`config.mk`:
```
export PLATFORM = sky130hd
export DESIGN_NAME = regfile_bist_flat
export DESIGN_NICKNAME = d
export VERILOG_FILES = /design/src/rtl/regfile_bist_pkg.sv /design/src/rtl/regfile_bist_if.sv /design/src/rtl/regfile_bist_pattern.sv /design/src/rtl/regfile_bist.sv /design/src/flat_wrapper.sv
export SDC_FILE = /design/constraint.sdc
export NUM_CORES = 1
export LEC_CHECK = 0
export ABC_AREA = 1
export CORE_UTILIZATION = 48
export CTS_BUF_LIST = sky130_fd_sc_hd__clkbuf_4
export DETAILED_ROUTE_END_ITERATION = 6
export PLACE_DENSITY = 0.89
export SYNTH_ARGS = -nofsm -noshare
export SYNTH_HDL_FRONTEND = slang
export SYNTH_SLANG_ARGS = --single-unit
```
`constraint.sdc`:
```
create_clock -name clock -period 6.89 [get_ports clock]
set_input_delay 1.378 -clock clock [delete_from_list [all_inputs] [get_ports clock]]
set_output_delay 1.378 -clock clock [all_outputs]
set_load 0.005 [all_outputs]
```
`src/rtl/regfile_bist_pkg.sv`:
```
// rtl/regfile_bist_pkg.sv - shared state encoding, error width and pattern function for regfile_bist
package regfile_bist_pkg;

  localparam int ERR_W = 8;

  typedef enum logic [2:0] {
    ST_IDLE,
    ST_WRITE,
    ST_RADDR,
    ST_RCHK,
    ST_DONE
  } state_e;

  // Pass 1 inverts the pass-0 pattern so every cell sees both polarities.
  function automatic logic [31:0] pattern_fn(input logic [31:0] base,
                                             input logic [31:0] r,
                                             input logic        p);
    return (base ^ r) ^ {32{p}};
  endfunction

endpackage

```
`src/rtl/regfile_bist_if.sv`:
```
// rtl/regfile_bist_if.sv - control/status and regfile-port bundle between regfile_bist and its surroundings
interface regfile_bist_if
  import regfile_bist_pkg::*;
#(
  parameter int ADDR_W = 5,
  parameter int DATA_W = 32
);
  logic              start;
  logic              busy;
  logic              done;
  logic              pass;
  logic [ERR_W-1:0]  err_count;
  logic [ADDR_W-1:0] first_err_reg;
  logic [DATA_W-1:0] first_err_data;
  logic              ctrl_writeEn;
  logic [ADDR_W-1:0] ctrl_writeReg;
  logic [DATA_W-1:0] data_writeReg;
  logic [ADDR_W-1:0] ctrl_readRegA;
  logic [ADDR_W-1:0] ctrl_readRegB;
  logic [DATA_W-1:0] data_readRegA;
  logic [DATA_W-1:0] data_readRegB;

  modport master (
    input  start, data_readRegA, data_readRegB,
    output busy, done, pass, err_count, first_err_reg, first_err_data,
           ctrl_writeEn, ctrl_writeReg, data_writeReg, ctrl_readRegA, ctrl_readRegB
  );

  modport slave (
    output start, data_readRegA, data_readRegB,
    input  busy, done, pass, err_count, first_err_reg, first_err_data,
           ctrl_writeEn, ctrl_writeReg, data_writeReg, ctrl_readRegA, ctrl_readRegB
  );
endinterface

```
`src/rtl/regfile_bist_pattern.sv`:
```
// rtl/regfile_bist_pattern.sv - combinational (register, pass) -> write data and expected read data
module regfile_bist_pattern
  import regfile_bist_pkg::*;
#(
  parameter int          ADDR_W  = 5,
  parameter int          DATA_W  = 32,
  parameter logic [31:0] PATTERN = 32'h0000DEAD,
  parameter int          R0_ZERO = 1
) (
  input  logic [ADDR_W:0]   reg_idx,
  input  logic              pass_idx,
  output logic [DATA_W-1:0] wdata,
  output logic [DATA_W-1:0] exp_data
);
  logic [31:0] full_w;

  always_comb begin
    full_w   = pattern_fn(PATTERN, 32'(reg_idx), pass_idx);
    wdata    = full_w[DATA_W-1:0];
    // A hardwired r0 still receives the pattern write but must read back zero.
    exp_data = ((R0_ZERO != 0) && (reg_idx == '0)) ? '0 : wdata;
  end
endmodule

```
`src/rtl/regfile_bist.sv`:
```
// rtl/regfile_bist.sv - two-pass write/read-back self test of the 32x32 register file
// Optional REGFILE_BIST_PORTB_EN also checks read port B data.
module regfile_bist
  import regfile_bist_pkg::*;
#(
  parameter int          NUM_REGS = 32,
  parameter int          ADDR_W   = 5,
  parameter int          DATA_W   = 32,
  parameter logic [31:0] PATTERN  = 32'h0000DEAD,
  parameter int          R0_ZERO  = 1
) (
  input  logic           clock,
  input  logic           ctrl_reset,
  regfile_bist_if.master bus
);
  localparam logic [ADDR_W:0] LAST = (ADDR_W+1)'(NUM_REGS - 1);
  localparam logic [ADDR_W:0] ONE  = (ADDR_W+1)'(1);

  state_e            state_q, state_d;
  logic [ADDR_W:0]   r_q, r_d;
  logic              p_q, p_d;
  logic              busy_q, busy_d;
  logic              done_q, done_d;
  logic              pass_q, pass_d;
  logic [ERR_W-1:0]  err_q, err_d;
  logic [ADDR_W-1:0] ferr_reg_q, ferr_reg_d;
  logic [DATA_W-1:0] ferr_data_q, ferr_data_d;

  logic [DATA_W-1:0] wdata, exp_data;
  logic              mis_a, mis_b;
  logic [1:0]        n_mis;
  logic [ERR_W:0]    err_sum;
  logic              rd_phase;

  regfile_bist_pattern #(
    .ADDR_W (ADDR_W),
    .DATA_W (DATA_W),
    .PATTERN(PATTERN),
    .R0_ZERO(R0_ZERO)
  ) u_pattern (
    .reg_idx (r_q),
    .pass_idx(p_q),
    .wdata   (wdata),
    .exp_data(exp_data)
  );

  assign mis_a = (bus.data_readRegA != exp_data);
`ifdef REGFILE_BIST_PORTB_EN
  assign mis_b = (bus.data_readRegB != exp_data);
`else
  logic unused_portb;
  assign unused_portb = ^bus.data_readRegB;
  assign mis_b        = 1'b0;
`endif

  assign n_mis   = {1'b0, mis_a} + {1'b0, mis_b};
  assign err_sum = {1'b0, err_q} + (ERR_W+1)'(n_mis);

  always_comb begin
    state_d     = state_q;
    r_d         = r_q;
    p_d         = p_q;
    done_d      = 1'b0;
    pass_d      = pass_q;
    err_d       = err_q;
    ferr_reg_d  = ferr_reg_q;
    ferr_data_d = ferr_data_q;
    case (state_q)
      ST_IDLE: if (bus.start) begin
        state_d     = ST_WRITE;
        r_d         = '0;
        p_d         = 1'b0;
        pass_d      = 1'b0;
        err_d       = '0;
        ferr_reg_d  = '0;
        ferr_data_d = '0;
      end
      ST_WRITE: begin
        state_d = (r_q == LAST) ? ST_RADDR : ST_WRITE;
        r_d     = (r_q == LAST) ? '0 : r_q + ONE;
      end
      ST_RADDR: state_d = ST_RCHK;
      ST_RCHK: begin
        if (n_mis != 2'd0) begin
          err_d = err_sum[ERR_W] ? '1 : err_sum[ERR_W-1:0];
          // Only the very first failing register is recorded; port A wins a tie.
          if (err_q == '0) begin
            ferr_reg_d  = r_q[ADDR_W-1:0];
            ferr_data_d = mis_a ? bus.data_readRegA : bus.data_readRegB;
          end
        end
        if (r_q == LAST) begin
          r_d     = '0;
          p_d     = 1'b1;
          state_d = p_q ? ST_DONE : ST_WRITE;
        end else begin
          r_d     = r_q + ONE;
          state_d = ST_RADDR;
        end
      end
      ST_DONE: begin
        done_d  = 1'b1;
        pass_d  = (err_q == '0);
        state_d = ST_IDLE;
      end
      default: state_d = ST_IDLE;
    endcase
    busy_d = (state_d != ST_IDLE);
  end

  always_ff @(posedge clock) begin
    if (ctrl_reset) begin
      state_q     <= ST_IDLE;
      r_q         <= '0;
      p_q         <= 1'b0;
      busy_q      <= 1'b0;
      done_q      <= 1'b0;
      pass_q      <= 1'b0;
      err_q       <= '0;
      ferr_reg_q  <= '0;
      ferr_data_q <= '0;
    end else begin
      state_q     <= state_d;
      r_q         <= r_d;
      p_q         <= p_d;
      busy_q      <= busy_d;
      done_q      <= done_d;
      pass_q      <= pass_d;
      err_q       <= err_d;
      ferr_reg_q  <= ferr_reg_d;
      ferr_data_q <= ferr_data_d;
    end
  end

  // Regfile controls decode straight from state so reset drops writeEn on the same edge.
  assign rd_phase           = (state_q == ST_RADDR) || (state_q == ST_RCHK);
  assign bus.ctrl_writeEn   = (state_q == ST_WRITE);
  assign bus.ctrl_writeReg  = bus.ctrl_writeEn ? r_q[ADDR_W-1:0] : '0;
  assign bus.data_writeReg  = bus.ctrl_writeEn ? wdata : '0;
  assign bus.ctrl_readRegA  = rd_phase ? r_q[ADDR_W-1:0] : '0;
  assign bus.ctrl_readRegB  = bus.ctrl_readRegA;
  assign bus.busy           = busy_q;
  assign bus.done           = done_q;
  assign bus.pass           = pass_q;
  assign bus.err_count      = err_q;
  assign bus.first_err_reg  = ferr_reg_q;
  assign bus.first_err_data = ferr_data_q;
endmodule

```
`src/flat_wrapper.sv`:
```
// flat-port wrapper written by rule: the top's interface ports become plain ports
module regfile_bist_flat import regfile_bist_pkg::*;
#(
  parameter int          NUM_REGS = 32,
  parameter int          ADDR_W   = 5,
  parameter int          DATA_W   = 32,
  parameter logic [31:0] PATTERN  = 32'h0000DEAD,
  parameter int          R0_ZERO  = 1
)
  (clock, ctrl_reset, bus_start, bus_data_readRegA, bus_data_readRegB, bus_busy, bus_done, bus_pass, bus_err_count, bus_first_err_reg, bus_first_err_data, bus_ctrl_writeEn, bus_ctrl_writeReg, bus_data_writeReg, bus_ctrl_readRegA, bus_ctrl_readRegB);
  regfile_bist_if #(.ADDR_W(ADDR_W), .DATA_W(DATA_W)) bus_i ();
  input  logic clock;
  input  logic ctrl_reset;
  input wire logic [$bits(bus_i.start)-1:0] bus_start;
  input wire logic [$bits(bus_i.data_readRegA)-1:0] bus_data_readRegA;
  input wire logic [$bits(bus_i.data_readRegB)-1:0] bus_data_readRegB;
  output wire logic [$bits(bus_i.busy)-1:0] bus_busy;
  output wire logic [$bits(bus_i.done)-1:0] bus_done;
  output wire logic [$bits(bus_i.pass)-1:0] bus_pass;
  output wire logic [$bits(bus_i.err_count)-1:0] bus_err_count;
  output wire logic [$bits(bus_i.first_err_reg)-1:0] bus_first_err_reg;
  output wire logic [$bits(bus_i.first_err_data)-1:0] bus_first_err_data;
  output wire logic [$bits(bus_i.ctrl_writeEn)-1:0] bus_ctrl_writeEn;
  output wire logic [$bits(bus_i.ctrl_writeReg)-1:0] bus_ctrl_writeReg;
  output wire logic [$bits(bus_i.data_writeReg)-1:0] bus_data_writeReg;
  output wire logic [$bits(bus_i.ctrl_readRegA)-1:0] bus_ctrl_readRegA;
  output wire logic [$bits(bus_i.ctrl_readRegB)-1:0] bus_ctrl_readRegB;
  assign bus_i.start = bus_start;
  assign bus_i.data_readRegA = bus_data_readRegA;
  assign bus_i.data_readRegB = bus_data_readRegB;
  assign bus_busy = bus_i.busy;
  assign bus_done = bus_i.done;
  assign bus_pass = bus_i.pass;
  assign bus_err_count = bus_i.err_count;
  assign bus_first_err_reg = bus_i.first_err_reg;
  assign bus_first_err_data = bus_i.first_err_data;
  assign bus_ctrl_writeEn = bus_i.ctrl_writeEn;
  assign bus_ctrl_writeReg = bus_i.ctrl_writeReg;
  assign bus_data_writeReg = bus_i.data_writeReg;
  assign bus_ctrl_readRegA = bus_i.ctrl_readRegA;
  assign bus_ctrl_readRegB = bus_i.ctrl_readRegB;
  regfile_bist #(.NUM_REGS(NUM_REGS), .ADDR_W(ADDR_W), .DATA_W(DATA_W), .PATTERN(PATTERN), .R0_ZERO(R0_ZERO)) u_core (.clock(clock), .ctrl_reset(ctrl_reset), .bus(bus_i));
endmodule
```
### Word-level counts from Yosys, hierarchy flattened

Cells that the tools add are included.
Widths: inputs -> output; s select.

* register bits after elaboration: 58
* output and inout port bits: 96

* $add $sub $neg: 2
* eq/ne operators: 10
* muxes and demuxes: 29
* bitwise gates (word level): 2
* reductions and logical operators: 14

Operator list (count)
* $mux 32: 5
* $pmux 32 s2: 1
* $ne 32x32->1: 1
* $xor 16x32->32: 1
* $mux 5: 5
* $mux 8: 3
* $pmux 8 s2: 1
* $mux 6: 2
* $pmux 3 s4: 1
* $pmux 6 s2: 1
* $not 4->11: 1
* $pmux 5 s2: 1
* $add 8x1->9: 1
* $mux 3: 3
* $logic_not 8->1: 1
* $add 6x1->6 const B: 1
* $eq 3x2->1 const B: 2
* $eq 6x5->1 const B: 1
* $logic_not 6->1: 1
* $ne 2x1->1 const B: 3
* $reduce_and 3->1: 2
* $reduce_bool 2->1: 3
* $pmux 1 s2: 2
* $reduce_and 2->1: 2
* other kinds (10): 12

### Longest topological paths before layout

Gate-level depths: netlist (run 1).

* depth in word-level cells: 8
* gate-level depth with buffers: 20
* gate-level depth less buffers: 20

### Modules after synthesis

Synthesis (run 1) repeated with hierarchy kept, for this count alone.

* cell total of the unflattened synthesis: 604
* area total of the unflattened synthesis: 4271.6 µm²

Modules (own cells, without submodules)
* regfile_bist: times used 1, cells an instance 521, area each 3709.8 µm², sequential area each 1161.1 µm²
* regfile_bist_pattern: times used 1, cells an instance 83, area each 561.8 µm², sequential area each 0.0 µm²

### Least setup slack after synthesis (run 1)

OpenSTA, ideal clock, no wires.

* path kind: register to output
* start point: reg u_core.state_q[0]
* end point: out bus_data_writeReg[13]
* arrival time: 2032 ps
* required time: 5512 ps
* path slack: 3480 ps
* cell stages (with the launch flop): 10
* path through: dfxtp_1 > buf_4 > inv_1 > nor2_1 > inv_1 > nor2_1 > inv_1 > clkbuf_1 > nor2_1 > buf_4

* cells in the longest elaborated chain, start to end: 2

Ends and longest elaborated chain
* start, declared: line regfile_bist.sv:19 `state_e state_q, state_d;`
* start signal, assigned: line regfile_bist.sv:123 `state_q <= state_d;`
* $eq 3x1->1: line regfile_bist.sv:137 `assign bus.ctrl_writeEn = (state_q == ST_WRITE);`
* named net bus_ctrl_writeEn: line flat_wrapper.sv:23 `output wire logic [$bits(bus_i.ctrl_writeEn)-1:0] bus_ctrl_writeEn;`
* $mux 32: line regfile_bist.sv:139 `assign bus.data_writeReg = bus.ctrl_writeEn ? wdata : '0;`
* end, declared: line flat_wrapper.sv:25 `output wire logic [$bits(bus_i.data_writeReg)-1:0] bus_data_writeReg;`

The timed path passes the listed nets, and every way through them passes these cells.

### Final worst setup path (run 1)

* start point: reg u_core.state_q[0]
* end point: out bus_data_writeReg[25]

* cells in the longest elaborated chain, start to end: 2

Ends and longest elaborated chain (line)
* $eq 3x1->1: regfile_bist.sv:137
* $mux 32: regfile_bist.sv:139

Every way passes these cells.

==> run_results.csv, run 1 <==
group,metric,value,unit
cts,clk_pin_slew,0.11,ns
power,swShare,27.3,%
sta,rsz0062_at_grt,"no",
sta,finalSetupViolations,0,
sta,finalCriticalPeriod,4.38,ns
power,power_switching,0.209,mW
drt,ant_nets,0,
die,fp.dieArea,0.00832,mm2
die,core,0.00773,mm2
drt,wl,10100,um
final_layout,final_cell_mix,"clkdlybuf4s50_1 (129), nand2_1 (88), nor2_1 (84), nand3_1 (62), dfxtp_1 (58)",
cts,root_buffer,"clkbuf_4",
power,clkPwrFrac,36.9,%
setup_path,cp.required,5.51,ns
placement,dpl.cell_count,707,
sta,final.setup.tns,0,ns
cts,clk_latency,0.39,ns
cts,cts_buffer_depth,2,
drt,drtPass1Iterations,4,
worst_hold_path,hp-class,"reg2reg",
placement,dpl.hpwl,7230,um
setup_path,path_class,"reg2out",
synthesis,synth-edff-count,0,
final_layout,final_core_util,65.1,%
die,fp.dieW,91.2,um
synthesis,synth_top_area_share,30.4,%
synthesis,syn-cell-area,0.00382,mm2
synthesis,ys_warn_count,0,
placement,placed_cell_area,0.00487,mm2
final_layout,num-nets-final,687,
synthesis,synthCells,527,
die,row_count,32,
synthesis,synth_cell_type_count,35,
final_layout,layout.cells.non_filler,723,
synthesis,ys_seq_elements,58,
drt,drc_errors,0,
sta,slew_violations,0,
power,cellPowerDensity,152,mW/mm2
drt,vias,3806,
run_status,status,"finished, final reports clean",
drt,viasPerCell,5.26,
drt,wl_per_cell,14.0,um
cts,cts_setup_buffers,0,
synthesis,synth_area_leaders,"dfxtp_1 (30%), nand2_1 (8.6%), nand3_2 (8.6%)",
global_route,track_usage,24.6,%
global_route,grt_remaining_overflow,0,
final_layout,final_common_cell,"clkdlybuf4s50_1",
cts,postCtsHoldBufs,0,
synthesis,synth-seq-area-share,30.4,%
worst_hold_path,hold_path_depth,2,
power,seq_power_share,45.9,%
die,io-pin-count,163,
global_route,grt_max_degree,46,
synthesis,mappedNetlistNets,598,
sta,timing.fmax,228,MHz
final_layout,diodes,0,
worst_hold_path,hold_start,"u_core.bus.first_err_data[2]",
synthesis,synth-main-ff-cell,"dfxtp_1",
power,power.internal,0.556,mW
power,power_leakage,1.81,nW
setup_path,critPathLaunchType,"flop",
cts,cts_resized,0,
cts,cts_tree,"done",
sta,tightest_slew,0.944,ns
setup_path,r2r_slack,3.69,ns
die,initial_utilization,49.4,%
placement,port_buffers,130,
setup_path,cp-end-kind,"output pin",
drt,drt_iter0_drc,217,
final_layout,largest_reg_flops,32,
setup_path,rr_worst_depth,20,
final_layout,finalInstanceArea,0.00503,mm2
synthesis,yosysTopAreaCell,"dfxtp_1",
cts,numCtsBuffers,9,
final_layout,area_delta_synth_final,31.6,%
sta,slew_headroom,36.8,%
sta,hold_violations,0,
cts,cts_num_sinks,58,
power,p_comb_share,17.1,%
power,ir_worst_vdd,82.8,uV
global_route,grt_pass1_wl,16600,um
sta,final.period_utilization,63.6,%
final_layout,fill_cells,673,
run,drv_cap,0,
placement,gp_congestion,0.900,
synthesis,synth_area_per_cell,7.25,um2
global_route,antenna_found_initial,0,
setup_path,r2r-start,"u_core.p_q",
die,dieHeight,91.2,um
sta,fin_worst_skew,0.0147,ns
final_layout,layout-drive-gt1-share,16.1,%
global_route,grt_pass1_vias,3535,
setup_path,arrival,3.00,ns
synthesis,synthArstFlopShare,0,%
setup_path,rr_endpoint,"u_core.bus.err_count[3]",
setup_path,path_max_fanout,19,
worst_hold_path,whs_endpoint,"u_core.bus.first_err_data[2]",
cts,htree_levels,3,
[Yosys cell counts, types with 5 or more instances]
master,n
a21oi_1,10
a21oi_2,32
buf_2,6
buf_4,30
clkbuf_1,8
dfxtp_1,58
inv_1,45
nand2_1,88
nand3_1,63
nand3_2,33
nor2_1,84
o21ai_0,12
xnor2_1,5
[cell type report]
| class | count | area [um2] | share of cell area, % |
|---|---|---|---|
| Clock inverter | 5 | 78.8 | 1.57 |
| Clock buffer | 11 | 82.6 | 1.64 |
| Tap cell | 102 | 128 | 2.54 |
| Multi-Input combinational cell | 366 | 2080 | 41.4 |
| Inverter | 48 | 180 | 3.58 |
| Timing Repair Buffer | 133 | 1320 | 26.2 |
| Sequential cell | 58 | 1160 | 23.1 |
[logic make-up after synthesis]
kind of cell	Yosys count	share of synthesized area, %
adder cells (fa/ha/maj)	4	1.31
XOR/XNOR	9	2.26
AO/OA/AOI/OAI	60	11.5
AND/OR/NAND/NOR	293	39.3
buffers and inverters	103	15.3
flip-flops	58	30.4
[worst max-delay path, stage by stage (launching register included)]
cell and delay (ns):
dfxtp_1 0.48, inv_1 0.09, nor2_1 0.19, inv_1 0.09, nor2_1 0.13, inv_1 0.20, nor2_1 0.77, clkdlybuf4s50_1 0.66
[power groups by stage]
stage,Clock (mW),Sequential [mW],Combinational (mW)
global route,0.307,0.353,0.145
CTS,0.289,0.351,0.131
floorplan,0,0.357,0.0748
detailed placement,0,0.359,0.130
global placement,0,0.358,0.127
finish,0.282,0.351,0.131
[routing by layer]
metal / part of all wire, % / global-route usage, % / vias to the layer above
met3: 6.3 / 4.36 / 22
li1: - / - / 1864
met1: 43 / 30.0 / 1758
met4: 1.9 / 8.99 / 0
met5: 0 / 0 / -
met2: 49 / 43.1 / 162
[worst max-delay path by stage]
stage | to | depth (start not counted) | slack (ns) | startpoint
floorplan | bus_data_writeReg[13] | 9 | 3.48 | u_core.state_q[0]
global placement | u_core.bus.err_count[7] | 20 | 2.89 | bus_data_readRegA[29]
detailed placement | u_core.bus.err_count[3] | 20 | 2.82 | bus_data_readRegA[29]
CTS | bus_data_writeReg[8] | 7 | 2.47 | u_core.state_q[0]
global route | bus_data_writeReg[22] | 7 | 2.16 | u_core.state_q[0]
finish | bus_data_writeReg[25] | 7 | 2.51 | u_core.state_q[0]
[stage by stage]
| stage | hold WS [ns] | setup slack [ns] | total power, mW |
|---|---|---|---|
| CTS | 0.481 | 2.47 | 0.771 |
| global placement | 0.460 | 2.89 | 0.485 |
| global route | 0.499 | 2.16 | 0.805 |
| finish | 0.477 | 2.51 | 0.764 |
| detailed placement | 0.467 | 2.82 | 0.489 |
| floorplan | 0.467 | 3.48 | 0.431 |
Power figures use the tool's default switching activity.
==> run 2, diff against run 1 <==
Settings changed: CORE_UTILIZATION 48 to 40, PLACE_DENSITY 0.89 to 0.79.
Clock period 6.89 ns to 3.65 ns, I/O delays scaled along.
==> run 2 against run 1 <==
- combinational power is 88% higher
- design area is 0.20% higher
- first-iteration DRC count is 29% lower
- total power is 69% higher
- die area is 20% higher
- routed wire length is 0.12% lower
- final cell count is 4.1% higher
- global-route usage is 4.2 points lower
- critical path depth stayed put
- clock-buffer cell count is 1 lower
- critical endpoint is now bus_data_writeReg[14]
- largest cell class unchanged
- highest routed layer unchanged
==> run_results.csv, run 2 (synthesis gave the netlist of run 1 again) <==
group,metric,value,unit
drt,drc_errors,0,
final_layout,largest_reg_flops,32,
cts,postCtsHoldBufs,0,
worst_hold_path,hp-class,"reg2reg",
sta,slew_violations,0,
cts,cts_buffer_depth,2,
sta,final.period_utilization,89.1,%
sta,tightest_slew,0.595,ns
cts,htree_levels,3,
power,power_leakage,1.80,nW
global_route,track_usage,20.4,%
setup_path,arrival,2.52,ns
power,cellPowerDensity,257,mW/mm2
cts,clk_latency,0.38,ns
die,initial_utilization,41.4,%
sta,finalSetupViolations,0,
power,seq_power_share,51.2,%
power,power_switching,0.395,mW
power,clkPwrFrac,29.8,%
sta,finalCriticalPeriod,3.25,ns
sta,final.setup.tns,0,ns
die,fp.dieW,99.7,um
drt,ant_nets,0,
cts,cts_num_sinks,58,
global_route,grt_max_degree,43,
final_layout,num-nets-final,691,
final_layout,final_cell_mix,"clkdlybuf4s50_1 (129), nand2_1 (88), nor2_1 (84), nand3_1 (62), dfxtp_1 (58)",
sta,hold_violations,0,
placement,dpl.hpwl,7330,um
run,drv_cap,0,
drt,wl_per_cell,13.4,um
setup_path,path_max_fanout,14,
cts,root_buffer,"clkbuf_4",
drt,viasPerCell,4.95,
placement,dpl.cell_count,738,
drt,drt_iter0_drc,155,
global_route,antenna_found_initial,0,
setup_path,cp_cell_sequence,"inv_1, nor2_1, inv_1, nor2_1, inv_1, nor2_1, clkdlybuf4s50_1",
sta,rsz0062_at_grt,"no",
power,p_comb_share,19.0,%
global_route,grt_pass1_vias,3478,
setup_path,path_class,"reg2out",
die,fp.dieArea,0.00995,mm2
drt,drtPass1Iterations,4,
die,dieHeight,99.7,um
final_layout,fill_cells,886,
setup_path,slowest_stage,"clkdlybuf4s50_1",
final_layout,layout.cells.non_filler,753,
placement,gp_congestion,0.834,
setup_path,slowest_delay,0.59,ns
cts,cts_resized,0,
sta,hold_slack,0.478,ns
final_layout,layout-drive-gt1-share,16.7,%
run_status,status,"finished, final reports clean",
die,io-pin-count,163,
final_layout,diodes,0,
drt,vias,3725,
global_route,grt_pass1_wl,16200,um
placement,port_buffers,130,
cts,numCtsBuffers,9,
sta,fin_worst_skew,0.0157,ns
setup_path,cp.required,2.92,ns
power,power.internal,0.899,mW
sta,timing.fmax,308,MHz
setup_path,critPathLaunchType,"flop",
power,ir_worst_vdd,171,uV
die,core,0.00924,mm2
sta,slew_headroom,60.0,%
cts,cts_setup_buffers,0,
final_layout,final_common_cell,"clkdlybuf4s50_1",
cts,cts_tree,"done",
cts,clk_pin_slew,0.11,ns
final_layout,area_delta_synth_final,31.9,%
power,swShare,30.5,%
die,row_count,35,
global_route,grt_remaining_overflow,0,
drt,wl,10100,um
setup_path,cp-end-kind,"output pin",
[run 2: cell types whose count changed in the layout (fill, tap and decap cells not counted), sizes merged]
cell      previous run  this run
bufinv               2         0
clkbuf              11        10
clkinv               2         3
buf                  4         8
clkinvlp             2         3
[run 2: power by group through the flow]
stage          registers (mW)  clock network [mW]  logic, mW
4_1_cts                 0.662               0.402      0.247
3_3_place_gp            0.676                   0      0.241
2_1_floorplan           0.673                   0      0.141
3_5_place_dp            0.677                   0      0.246
6_report                0.662               0.386      0.246
5_1_grt                 0.665               0.431      0.273
[run 2: path summary, 6_finish.rpt]
kind,start,endpoint,slack [ns],cells after the start
worst max-delay path,u_core.state_q[0],bus_data_writeReg[14],0.40,7
worst min-delay path,u_core.bus.first_err_data[16],u_core.bus.first_err_data[16],0.48,2
worst max register to register,u_core.r_q[0],u_core.bus.err_count[1],0.44,19
worst min register to register,u_core.bus.first_err_data[16],u_core.bus.first_err_data[16],0.48,2
[run 2: metrics by stage]
stage | power [mW] | setup slack [ns] | utilization [%] | cell area, um2
finish | 1.29 | 0.398 | 54.5 | 5040
global route | 1.37 | 0.0964 | 54.5 | 5040
CTS | 1.31 | 0.335 | 54.5 | 5040
detailed placement | 0.922 | 0.207 | 53.4 | 4930
global placement | 0.918 | 0.301 | 53.4 | 4930
floorplan | 0.814 | 0.888 | - | 3820
[run 2: critical path, delay by kind of cell (launching register included)]
| family | cells | cell delay [ns] |
|---|---|---|
| and+or+nand+nor | 3 | 0.70 |
| buffers and inverters | 4 | 0.97 |
| DFF | 1 | 0.47 |
[run 2: final cells by class]
cell class	count	area, um2	share of cell area [%]
tap	129	161	3.20
clock inverter	5	32.5	0.646
timing repair buffer	137	1350	26.8
multi-input combinational	366	2080	41.3
clock buffer	10	75.1	1.49
inverter	48	180	3.58
sequential	58	1160	23.0
[run 2: layer usage]
layer  vias up  track usage (%)  part of all wire, %
li1       1868                -                    -
met1      1755             25.2                   45
met2        98             35.3                   49
met3         4             4.22                  5.5
met4         0             6.33                 0.46
met5         -                0                    0
==> patch (settings of run 2) <==
`DATA_W` is set to 32 in 4 places; all go to 16.
--- a/src/rtl/regfile_bist_if.sv
+++ b/src/rtl/regfile_bist_if.sv
@@ -3,7 +3,7 @@
   import regfile_bist_pkg::*;
 #(
   parameter int ADDR_W = 5,
-  parameter int DATA_W = 32
+  parameter int DATA_W = 16
 );
   logic              start;
   logic              busy;
--- a/src/rtl/regfile_bist_pattern.sv
+++ b/src/rtl/regfile_bist_pattern.sv
@@ -3,7 +3,7 @@
   import regfile_bist_pkg::*;
 #(
   parameter int          ADDR_W  = 5,
-  parameter int          DATA_W  = 32,
+  parameter int          DATA_W  = 16,
   parameter logic [31:0] PATTERN = 32'h0000DEAD,
   parameter int          R0_ZERO = 1
 ) (
--- a/src/rtl/regfile_bist.sv
+++ b/src/rtl/regfile_bist.sv
@@ -5,7 +5,7 @@
 #(
   parameter int          NUM_REGS = 32,
   parameter int          ADDR_W   = 5,
-  parameter int          DATA_W   = 32,
+  parameter int          DATA_W   = 16,
   parameter logic [31:0] PATTERN  = 32'h0000DEAD,
   parameter int          R0_ZERO  = 1
 ) (
--- a/src/flat_wrapper.sv
+++ b/src/flat_wrapper.sv
@@ -3,7 +3,7 @@
 #(
   parameter int          NUM_REGS = 32,
   parameter int          ADDR_W   = 5,
-  parameter int          DATA_W   = 32,
+  parameter int          DATA_W   = 16,
   parameter logic [31:0] PATTERN  = 32'h0000DEAD,
   parameter int          R0_ZERO  = 1
 )
Ports: changed (resized bus_data_readRegA, bus_data_readRegB, bus_data_writeReg and bus_first_err_data); port bits go from 163 to 99. The function was not compared with the original's and may differ.
==> patch against run 2 <==
The flow now finishes with violations (design-rule violations). Count of clock-buffer cells in the layout is 5 lower. Worst setup slack worse by 0.042 ns. Area after synthesis down 30%. Maximum frequency shrank 1.3%. Sequential cell count down 16. Die area fell by 29%. Utilization shrank 0.55 points. Critical path depth is 2 lower. Cell area decreased by 31%. Power shrank 25%. Clock power down 47%. Wire length down 31%. Register-to-register slack better by 0.07 ns. Critical path type unchanged.
==> patch: results (changes against run 2) <==
Parameter                              Value

Outcome
  Status ... complete, but fails checks
  Violations in the final reports ... design-rule violations

Final layout
  Net count reported at finish ... 532 (-23%)
  Share of post-route cells with drive strength above 1 ... 4.47% (-12 points)
  Number of filler cells placed in the layout ... 637 (-28%)

CTS
  Number of clock buffers inserted by TritonCTS ... 5 (-4)
  H-tree lvl count ... 2 (-1)

GRT
  Overall global routing resource usage ... 19.7% (-0.64 points)
  Global-route wire length before repair ... 11.3 mm (-31%)
  Largest net degree at the start of global routing ... 33 (-23%)

Synthesis
  Synth Area in Compound Gates ... 8.43% (-3.0 points)
  Top post-synthesis cells by area ... dfxtp_1, nand2_1, nor2_1, inv_1, nand3_1
  Post-synth cell types ... 33 (-5.7%)
  Arithmetic-cell share of the synthesized area counting full adders, half adders and majority gates ... 1.86% (+0.55 points)
  Leading post-synthesis cells by instance count ... nand2_1, nor2_1, inv_1
  Syn nets ... 470 (-21%)
  Syn Inst Count ... 431 (-18%)

Power and ir drop
  Max VDD drop ... 128 uV (-25%)
  P_leak ... 1.53 nW (-15%)

STA
  Final clock skew ... 0.0139 ns (-0.00180 ns)
  Relative max-transition margin ... 57.5% (-2.5 points)

Drt
  Number of remaining DRC errors ... 11 (+11)
  TritonRoute pass-1 iters ... 7 (+3)
  Starting DRC count in detailed routing ... 137 (-12%)
  Detailed Route WL ... 6.95 mm (-31%)

Place
  Worst slack at placement ... 0.266 ns (+0.0592 ns)
  Number of placed instances with taps included ... 563 (-24%)
  Last weighted congestion value of the routability-driven placer ... 0.858 (+2.8%)
==> patch: final timing paths <==
check | startpoint | endpoint | slack (ns) | depth (start not counted)
worst min-delay path | u_core.bus.first_err_data[14]$_SDFFE_PP0P_ | u_core.bus.first_err_data[14]$_SDFFE_PP0P_ | 0.49 | 2
worst max register to register | u_core.r_q[0]$_SDFFE_PP0P_ | u_core.bus.err_count[0]$_SDFFE_PP0P_ | 0.51 | 18
worst max-delay path | u_core.state_q[0]$_SDFF_PP0_ | bus_data_writeReg[7] | 0.36 | 5
worst min register to register | u_core.bus.first_err_data[14]$_SDFFE_PP0P_ | u_core.bus.first_err_data[14]$_SDFFE_PP0P_ | 0.49 | 2
==> patch: worst max-delay path: cells and delay by family, from the launching register on <==
family	cells	cell delay, ns
buf+inv	2	0.66
flops	1	0.47
simple gates	3	1.08
==> patch: cell families after synthesis <==
family	Yosys count
AOI/OAI and AO/OA	39
xor gates and xnor gates	9
adders and majority gates	4
buffers and inverters	83
DFF	42
and+or+nand+nor	254
==> patch: report_power, final <==
part           switching [mW]  internal [mW]  total, mW  leakage [nW]
clock network           0.139         0.0660      0.205        0.0246
logic                   0.133          0.130      0.263          1.16
registers              0.0233          0.485      0.509         0.344
total                   0.295          0.681      0.976          1.53
==> patch: cell type report <==
| class | instances | area share (%) |
|---|---|---|
| Sequential cell | 42 | 24.3 |
| Inverter | 54 | 5.85 |
| Timing Repair Buffer | 84 | 24.1 |
| Tap cell | 77 | 2.78 |
| Clock buffer | 5 | 1.08 |
| Multi-Input combinational cell | 306 | 41.8 |
| Clock inverter | 1 | 0.108 |
==> patch: layer usage <==
metal | global-route usage, % | part of all wire [%]
met4 | 7.84 | 2.5
met2 | 34.1 | 48
met1 | 23.7 | 44
met5 | 0 | 0
met3 | 4.25 | 6.3
==> patch: stage by stage <==
step | util (%) | power [mW]
after floorplan | - | 0.669
after global placement | 53.3 | 0.774
after detailed placement | 53.3 | 0.780
after CTS | 54.0 | 0.984
after global routing | 54.0 | 1.04
final | 54.0 | 0.976
